## src/rtl/sa_ctrl_if.sv

```systemverilog
// sa_ctrl_if: handshake and bus bundle for the systolic-array controller.
//   cmd_*            job request / idle handshake
//   reuse_w_i        keep array weights for this job (only with SA_CTRL_WREUSE_EN)
//   wdat_* / xdat_*  weight and activation input streams (valid/ready)
//   w_*              array weight write port
//   rbuf_*           row-buffer activation write port
//   start_vo         array start pulse
//   mac_v_i          per-column result valid from the array
//   busy_o / done_o  job active / job-complete pulse
// modport slave  : the controller side
// modport master : the host / stream source side
interface sa_ctrl_if #(
  parameter int ARRAY_W    = 8,
  parameter int ARRAY_H    = 8,
  parameter int W_W        = 8,
  parameter int X_W        = 8,
  parameter int RBUF_DEPTH = 8
);
  localparam int WA_W = $clog2(ARRAY_W*ARRAY_H);
  localparam int RA_W = $clog2(ARRAY_H) + $clog2(RBUF_DEPTH);

  logic                 cmd_v_i;
  logic                 cmd_rdy_o;
`ifdef SA_CTRL_WREUSE_EN
  logic                 reuse_w_i;
`endif
  logic                 wdat_v_i;
  logic                 wdat_rdy_o;
  logic [W_W-1:0]       wdat_i;
  logic                 xdat_v_i;
  logic                 xdat_rdy_o;
  logic [X_W-1:0]       xdat_i;
  logic [W_W-1:0]       w_o;
  logic [WA_W-1:0]      w_addr_o;
  logic                 w_en_o;
  logic [X_W-1:0]       rbuf_wdata_o;
  logic [RA_W-1:0]      rbuf_waddr_o;
  logic                 rbuf_w_vo;
  logic                 start_vo;
  logic [ARRAY_W-1:0]   mac_v_i;
  logic                 busy_o;
  logic                 done_o;

  modport slave (
    input  cmd_v_i,
`ifdef SA_CTRL_WREUSE_EN
    input  reuse_w_i,
`endif
    input  wdat_v_i, wdat_i, xdat_v_i, xdat_i, mac_v_i,
    output cmd_rdy_o, wdat_rdy_o, xdat_rdy_o,
    output w_o, w_addr_o, w_en_o,
    output rbuf_wdata_o, rbuf_waddr_o, rbuf_w_vo,
    output start_vo, busy_o, done_o
  );

  modport master (
    output cmd_v_i,
`ifdef SA_CTRL_WREUSE_EN
    output reuse_w_i,
`endif
    output wdat_v_i, wdat_i, xdat_v_i, xdat_i, mac_v_i,
    input  cmd_rdy_o, wdat_rdy_o, xdat_rdy_o,
    input  w_o, w_addr_o, w_en_o,
    input  rbuf_wdata_o, rbuf_waddr_o, rbuf_w_vo,
    input  start_vo, busy_o, done_o
  );
endinterface

```

## src/rtl/sa_ctrl.sv

```systemverilog
// sa_ctrl: job sequencer for a systolic array.
// IDLE -> LOAD_W -> LOAD_X -> START -> RUN -> DONE -> IDLE.
// Streams ARRAY_W*ARRAY_H weights into the array, ARRAY_H*RBUF_DEPTH
// activations into the row buffers, fires start, then waits for
// RBUF_DEPTH+ARRAY_W-1 result-valid cycles before signalling done.
// Ports: clk_i, rst_n (async, active low), bus (sa_ctrl_if.slave).
// Optional macro SA_CTRL_WREUSE_EN: adds reuse_w_i; a job accepted with
// reuse_w_i=1 skips LOAD_W and keeps the weights already in the array.
module sa_ctrl #(
  parameter int ARRAY_W    = 8,
  parameter int ARRAY_H    = 8,
  parameter int W_W        = 8,
  parameter int X_W        = 8,
  parameter int RBUF_DEPTH = 8
) (
  input  logic     clk_i,
  input  logic     rst_n,
  sa_ctrl_if.slave bus
);
  localparam int WA_W = $clog2(ARRAY_W*ARRAY_H);
  localparam int RA_W = $clog2(ARRAY_H) + $clog2(RBUF_DEPTH);
  localparam int MC_W = $clog2(RBUF_DEPTH+ARRAY_W) + 1;
  localparam logic [WA_W-1:0] W_LAST = WA_W'(ARRAY_W*ARRAY_H-1);
  localparam logic [RA_W-1:0] X_LAST = RA_W'(ARRAY_H*RBUF_DEPTH-1);
  // transition happens on the valid cycle that brings the count to D+W-1
  localparam logic [MC_W-1:0] M_LAST = MC_W'(RBUF_DEPTH+ARRAY_W-2);

  typedef enum logic [2:0] {IDLE, LOAD_W, LOAD_X, START, RUN, DONE} state_t;
  state_t state, state_nxt;

  logic [WA_W-1:0] wcnt;
  logic [RA_W-1:0] xcnt;
  logic [MC_W-1:0] mcnt;
  logic cmd_acc, w_xfer, x_xfer, mac_hit;

  assign cmd_acc = (state == IDLE) && bus.cmd_v_i;
  assign w_xfer  = bus.wdat_v_i && bus.wdat_rdy_o;
  assign x_xfer  = bus.xdat_v_i && bus.xdat_rdy_o;
  assign mac_hit = (state == RUN) && (|bus.mac_v_i);

  always_ff @(posedge clk_i or negedge rst_n) begin
    if (!rst_n) state <= IDLE;
    else        state <= state_nxt;
  end

  always_comb begin
    state_nxt      = state;
    bus.cmd_rdy_o  = 1'b0;
    bus.wdat_rdy_o = 1'b0;
    bus.xdat_rdy_o = 1'b0;
    bus.busy_o     = 1'b1;
    bus.done_o     = 1'b0;
    case (state)
      IDLE: begin
        bus.cmd_rdy_o = 1'b1;
        bus.busy_o    = 1'b0;
        if (bus.cmd_v_i) begin
`ifdef SA_CTRL_WREUSE_EN
          state_nxt = bus.reuse_w_i ? LOAD_X : LOAD_W;
`else
          state_nxt = LOAD_W;
`endif
        end
      end
      LOAD_W: begin
        bus.wdat_rdy_o = 1'b1;
        if (bus.wdat_v_i && wcnt == W_LAST) state_nxt = LOAD_X;
      end
      LOAD_X: begin
        bus.xdat_rdy_o = 1'b1;
        if (bus.xdat_v_i && xcnt == X_LAST) state_nxt = START;
      end
      START:   state_nxt = RUN;
      RUN:     if (mac_hit && mcnt == M_LAST) state_nxt = DONE;
      DONE: begin
        bus.done_o = 1'b1;
        state_nxt  = IDLE;
      end
      default: state_nxt = IDLE;
    endcase
  end

  // Registered write ports: each beat appears one cycle after its transfer.
  // start_vo is registered off START so it lands the cycle after the last
  // rbuf write and never overlaps it.
  always_ff @(posedge clk_i or negedge rst_n) begin
    if (!rst_n) begin
      bus.w_en_o       <= 1'b0;
      bus.w_o          <= '0;
      bus.w_addr_o     <= '0;
      bus.rbuf_w_vo    <= 1'b0;
      bus.rbuf_wdata_o <= '0;
      bus.rbuf_waddr_o <= '0;
      bus.start_vo     <= 1'b0;
      wcnt             <= '0;
      xcnt             <= '0;
      mcnt             <= '0;
    end else begin
      bus.w_en_o    <= w_xfer;
      bus.rbuf_w_vo <= x_xfer;
      bus.start_vo  <= (state == START);
      if (w_xfer) begin
        bus.w_o      <= W_W'(bus.wdat_i);
        bus.w_addr_o <= wcnt;
      end
      if (x_xfer) begin
        bus.rbuf_wdata_o <= X_W'(bus.xdat_i);
        bus.rbuf_waddr_o <= xcnt;
      end
      if (cmd_acc) begin
        wcnt <= '0;
        xcnt <= '0;
        mcnt <= '0;
      end else begin
        if (w_xfer)  wcnt <= wcnt + 1'b1;
        if (x_xfer)  xcnt <= xcnt + 1'b1;
        if (mac_hit) mcnt <= mcnt + 1'b1;
      end
    end
  end
endmodule

```

## src/flat_wrapper.sv

```systemverilog
// flat-port wrapper written by rule: the top's interface ports become plain ports
module sa_ctrl_flat 
#(
  parameter int ARRAY_W    = 8,
  parameter int ARRAY_H    = 8,
  parameter int W_W        = 8,
  parameter int X_W        = 8,
  parameter int RBUF_DEPTH = 8
)
  (clk_i, rst_n, bus_cmd_v_i, bus_wdat_v_i, bus_wdat_i, bus_xdat_v_i, bus_xdat_i, bus_mac_v_i, bus_cmd_rdy_o, bus_wdat_rdy_o, bus_xdat_rdy_o, bus_w_o, bus_w_addr_o, bus_w_en_o, bus_rbuf_wdata_o, bus_rbuf_waddr_o, bus_rbuf_w_vo, bus_start_vo, bus_busy_o, bus_done_o);
  sa_ctrl_if #(.ARRAY_W(ARRAY_W), .ARRAY_H(ARRAY_H), .W_W(W_W), .X_W(X_W), .RBUF_DEPTH(RBUF_DEPTH)) bus_i ();
  input  logic clk_i;
  input  logic rst_n;
  input wire logic [$bits(bus_i.cmd_v_i)-1:0] bus_cmd_v_i;
  input wire logic [$bits(bus_i.wdat_v_i)-1:0] bus_wdat_v_i;
  input wire logic [$bits(bus_i.wdat_i)-1:0] bus_wdat_i;
  input wire logic [$bits(bus_i.xdat_v_i)-1:0] bus_xdat_v_i;
  input wire logic [$bits(bus_i.xdat_i)-1:0] bus_xdat_i;
  input wire logic [$bits(bus_i.mac_v_i)-1:0] bus_mac_v_i;
  output wire logic [$bits(bus_i.cmd_rdy_o)-1:0] bus_cmd_rdy_o;
  output wire logic [$bits(bus_i.wdat_rdy_o)-1:0] bus_wdat_rdy_o;
  output wire logic [$bits(bus_i.xdat_rdy_o)-1:0] bus_xdat_rdy_o;
  output wire logic [$bits(bus_i.w_o)-1:0] bus_w_o;
  output wire logic [$bits(bus_i.w_addr_o)-1:0] bus_w_addr_o;
  output wire logic [$bits(bus_i.w_en_o)-1:0] bus_w_en_o;
  output wire logic [$bits(bus_i.rbuf_wdata_o)-1:0] bus_rbuf_wdata_o;
  output wire logic [$bits(bus_i.rbuf_waddr_o)-1:0] bus_rbuf_waddr_o;
  output wire logic [$bits(bus_i.rbuf_w_vo)-1:0] bus_rbuf_w_vo;
  output wire logic [$bits(bus_i.start_vo)-1:0] bus_start_vo;
  output wire logic [$bits(bus_i.busy_o)-1:0] bus_busy_o;
  output wire logic [$bits(bus_i.done_o)-1:0] bus_done_o;
  assign bus_i.cmd_v_i = bus_cmd_v_i;
  assign bus_i.wdat_v_i = bus_wdat_v_i;
  assign bus_i.wdat_i = bus_wdat_i;
  assign bus_i.xdat_v_i = bus_xdat_v_i;
  assign bus_i.xdat_i = bus_xdat_i;
  assign bus_i.mac_v_i = bus_mac_v_i;
  assign bus_cmd_rdy_o = bus_i.cmd_rdy_o;
  assign bus_wdat_rdy_o = bus_i.wdat_rdy_o;
  assign bus_xdat_rdy_o = bus_i.xdat_rdy_o;
  assign bus_w_o = bus_i.w_o;
  assign bus_w_addr_o = bus_i.w_addr_o;
  assign bus_w_en_o = bus_i.w_en_o;
  assign bus_rbuf_wdata_o = bus_i.rbuf_wdata_o;
  assign bus_rbuf_waddr_o = bus_i.rbuf_waddr_o;
  assign bus_rbuf_w_vo = bus_i.rbuf_w_vo;
  assign bus_start_vo = bus_i.start_vo;
  assign bus_busy_o = bus_i.busy_o;
  assign bus_done_o = bus_i.done_o;
  sa_ctrl #(.ARRAY_W(ARRAY_W), .ARRAY_H(ARRAY_H), .W_W(W_W), .X_W(X_W), .RBUF_DEPTH(RBUF_DEPTH)) u_core (.clk_i(clk_i), .rst_n(rst_n), .bus(bus_i));
endmodule
```

## config.mk

```make
export PLATFORM = sky130hd
export DESIGN_NAME = sa_ctrl_flat
export DESIGN_NICKNAME = d
export VERILOG_FILES = /design/src/rtl/sa_ctrl_if.sv /design/src/rtl/sa_ctrl.sv /design/src/flat_wrapper.sv
export SDC_FILE = /design/constraint.sdc
export NUM_CORES = 1
export LEC_CHECK = 0
export ABC_AREA = 1
export BUFFER_PORTS_ARGS = -buffer_cell sky130_fd_sc_hd__buf_2
export CELL_PAD_IN_SITES_DETAIL_PLACEMENT = 0
export CELL_PAD_IN_SITES_GLOBAL_PLACEMENT = 1
export CORE_MARGIN = 1
export CORE_UTILIZATION = 41
export CTS_CLUSTER_SIZE = 24
export DETAILED_ROUTE_END_ITERATION = 12
export HOLD_SLACK_MARGIN = 0.12
export PLACE_DENSITY_LB_ADDON = 0.25
export SLEW_MARGIN = 40
export SYNTH_ARGS = -nofsm -noshare
export SYNTH_HDL_FRONTEND = slang
export SYNTH_SLANG_ARGS = --single-unit
```

## constraint.sdc

```tcl
create_clock -name clk_i -period 2.15 [get_ports clk_i]
set_input_delay 0.645 -clock clk_i [delete_from_list [all_inputs] [get_ports clk_i]]
set_output_delay 0.645 -clock clk_i [all_outputs]
set_load 0.1 [all_outputs]
```

==> run_results.csv <==
group,metric,value,unit
global_route,grt.busiest_layer,"met2",
cells_and_area,final_common_cell,"nand2_1",
clock_network,ctsResizeCount,0,
global_route,grt_start_max_net_pins,52,
critical_path,arrival,1.40,ns
global_route,met2_usage,0.2544,
cells_and_area,drive_gt1_frac,0.3116,
clock_network,cts_tree,"done",
die,num_rows,27,
detailed_routing,post_drt_wl_per_cell,11.59,µm
cells_and_area,insertedDiodeCount,0,
synth,yosys_warnings,0,
synth,netlist.area_leader.share,0.5352,
clock_network,clkTransAtPathRegs,0.09,ns
sta,slew_headroom,0.6717,
die,die_w,78.27,µm
place,hpwl,3.307,mm
die,ios,65,
critical_path,crit_fanout,4,
detailed_routing,drtPass1Iterations,4,
global_route,antenna_found_initial,0,
synth,synth_cell_types,25,
clock_network,cts_root_buf,"clkbuf_8",
detailed_routing,drc,0,
synth,synthCells,271,
cells_and_area,area_delta_synth_final,22.56,%
detailed_routing,ant_nets,0,
cells_and_area,mostFrequentLayoutCells,"nand2_1 (82), buf_2 (61), dfrtp_1 (51)",
detailed_routing,dr.first_iter.drc_count,104,
die,initial_core_util,0.4304,
synth,synth_top_area_cell,"dfrtp_1",
clock_network,holdBufCountCts,0,
clock_network,cts_setup_buffers,0,
hold_path,hold_class,"in2async",
place,portBuffers,64,
status,status,"complete, no violations",
die,die_h,78.27,µm
synth,ys_seq_area_frac,0.5352,
global_route,overflow,0,
global_route,grt_pass1_vias,1817,
global_route,use_met3,0.04302,
global_route,grt_use_met1,0.2394,
clock_network,clk_path_buf_depth,2,
detailed_routing,routed_wl,4.741,mm
sta,worst_slew_pin_slew,0.4959,ns
critical_path,crit_path_start_kind,"register",
sta,fin_crit,2.048,ns
sta,finalSetupViolations,0,
sta,post-route-period-util,0.9526,
synth,netlist_area,2385,µm²
synth,syn-num-nets,304,
sta,tns,0,ns
clock_network,cts.sinks,51,
synth,synth.ff_latch_count,51,
cells_and_area,nFillCells,554,
sta,hold_viol,0,
critical_path,critPathRequiredTime,1.50,ns
cells_and_area,final_nets,369,
critical_path,end_kind,"output pin",
synth,syn_area_per_cell,8.800,µm²
sta,final_max_slew_viol_count,0,
cells_and_area,fin_util,0.5276,
place,place_congestion,0.7499,
clock_network,cts_buffers,5,
detailed_routing,vias,1903,
detailed_routing,drt-vias-per-instance,4.653,
clock_network,clkLatencyLatePin,0.30,ns
sta,final.setup_skew,0.005424,ns
critical_path,worst-setup-path-type,"reg2out",
global_route,grt_first_pass_wirelength,8.162,mm
die,dieArea,6125,µm²
sta,clock.fmax,488.3,MHz
clock_network,htree_levels,2,
die,design.core.area,5540,µm²
sta,rsz0062_at_grt,"no",
global_route,grt_usage,0.1680,
synth,yosys-top-cells-area,"dfrtp_1 (54%), nand2_1 (13%), nand3_1 (3.6%), nor2_1 (3.3%), o21ai_2 (3.3%)",
flow_run,cap_violations,0,
-- metrics by stage --
| stage | hold WS [ns] | worst slack [ns] | area, µm² | instances |
|---|---|---|---|---|
| floorplan | 0.3494 | 0.09387 | 2396 | 271 |
| global placement | 0.4496 | 0.3983 | 2788 | 401 |
| detailed placement | 0.4548 | 0.3826 | 2788 | 401 |
| CTS | 0.3312 | 0.03830 | 2920 | 409 |
| global route | 0.3403 | 0.01607 | 2923 | 409 |
| finish | 0.3220 | 0.1019 | 2923 | 409 |
-- path summary, 6_finish.rpt --
path | start | to | slack, ns | cells past startpoint
min reg2reg | u_core.bus.w_o[5] | u_core.bus.w_o[5] | 0.48 | 2
min | rst_n | u_core.state[2] | 0.32 | 2
max in group asynchronous | rst_n | u_core.bus.w_addr_o[2] | 1.59 | 2
max reg2reg | u_core.state[2] | u_core.mcnt[4] | 0.60 | 6
max | u_core.state[2] | bus_done_o | 0.10 | 3
min in group clk_i | u_core.bus.w_o[5] | u_core.bus.w_o[5] | 0.48 | 2
-- worst max-delay path: stages, from the launching register on --
cell and delay, ns:
dfrtp_1 0.45, inv_2 0.11, nor3_4 0.11, buf_2 0.44
-- area by class of cell --
type	instances	area, µm²	share of cell area
repair buffers	66	380.4	0.1301
clock buffers	6	72.57	0.02483
well taps	72	90.09	0.03082
clock inverters	2	60.06	0.02055
flip-flops and latches	51	1276	0.4366
multi-input cells	184	933.4	0.3193
inverters	28	110.1	0.03767
-- cell usage after synthesis, drive strengths merged --
cell type,instances
nor3,6
nand4,4
nand3,19
clkinv,1
ha,4
dfrtp,51
nand2,89
o31ai,1
nor2,25
inv,27
o21ai,27
buf,8
a21oi,5
xnor2,1
xor2,3
-- logic make-up after synthesis --
group           count (synthesis)  share of synthesized area
compound gates                 33                    0.08447
xor+xnor                        4                    0.01469
fa+ha+maj                       4                    0.02099
buf+inv                        36                    0.07817
flops                          51                     0.5352
simple gates                  143                     0.2665
-- sequential cells by signal, summed over array words and instances (netlist names) --
| signal | count |
|---|---|
| u_core.bus.start_vo | 1 |
| u_core.mcnt | 5 |
| u_core.wcnt | 6 |
| u_core.xcnt | 6 |
| u_core.bus.rbuf_waddr_o | 6 |
| u_core.bus.w_en_o | 1 |
| u_core.bus.rbuf_w_vo | 1 |
| u_core.bus.w_addr_o | 6 |
| u_core.state | 3 |
| u_core.bus.rbuf_wdata_o | 8 |
| u_core.bus.w_o | 8 |
-- routing by layer --
layer / part of all wire / up-vias
met3: 0.055 / 5
met5: 0 / -
met2: 0.42 / 58
met4: 0.012 / 0
met1: 0.52 / 854
li1: - / 986
Power is left out: the tool's default activity adds up to more than one toggle a clock period on the data nets, which glitch-free logic cannot reach.
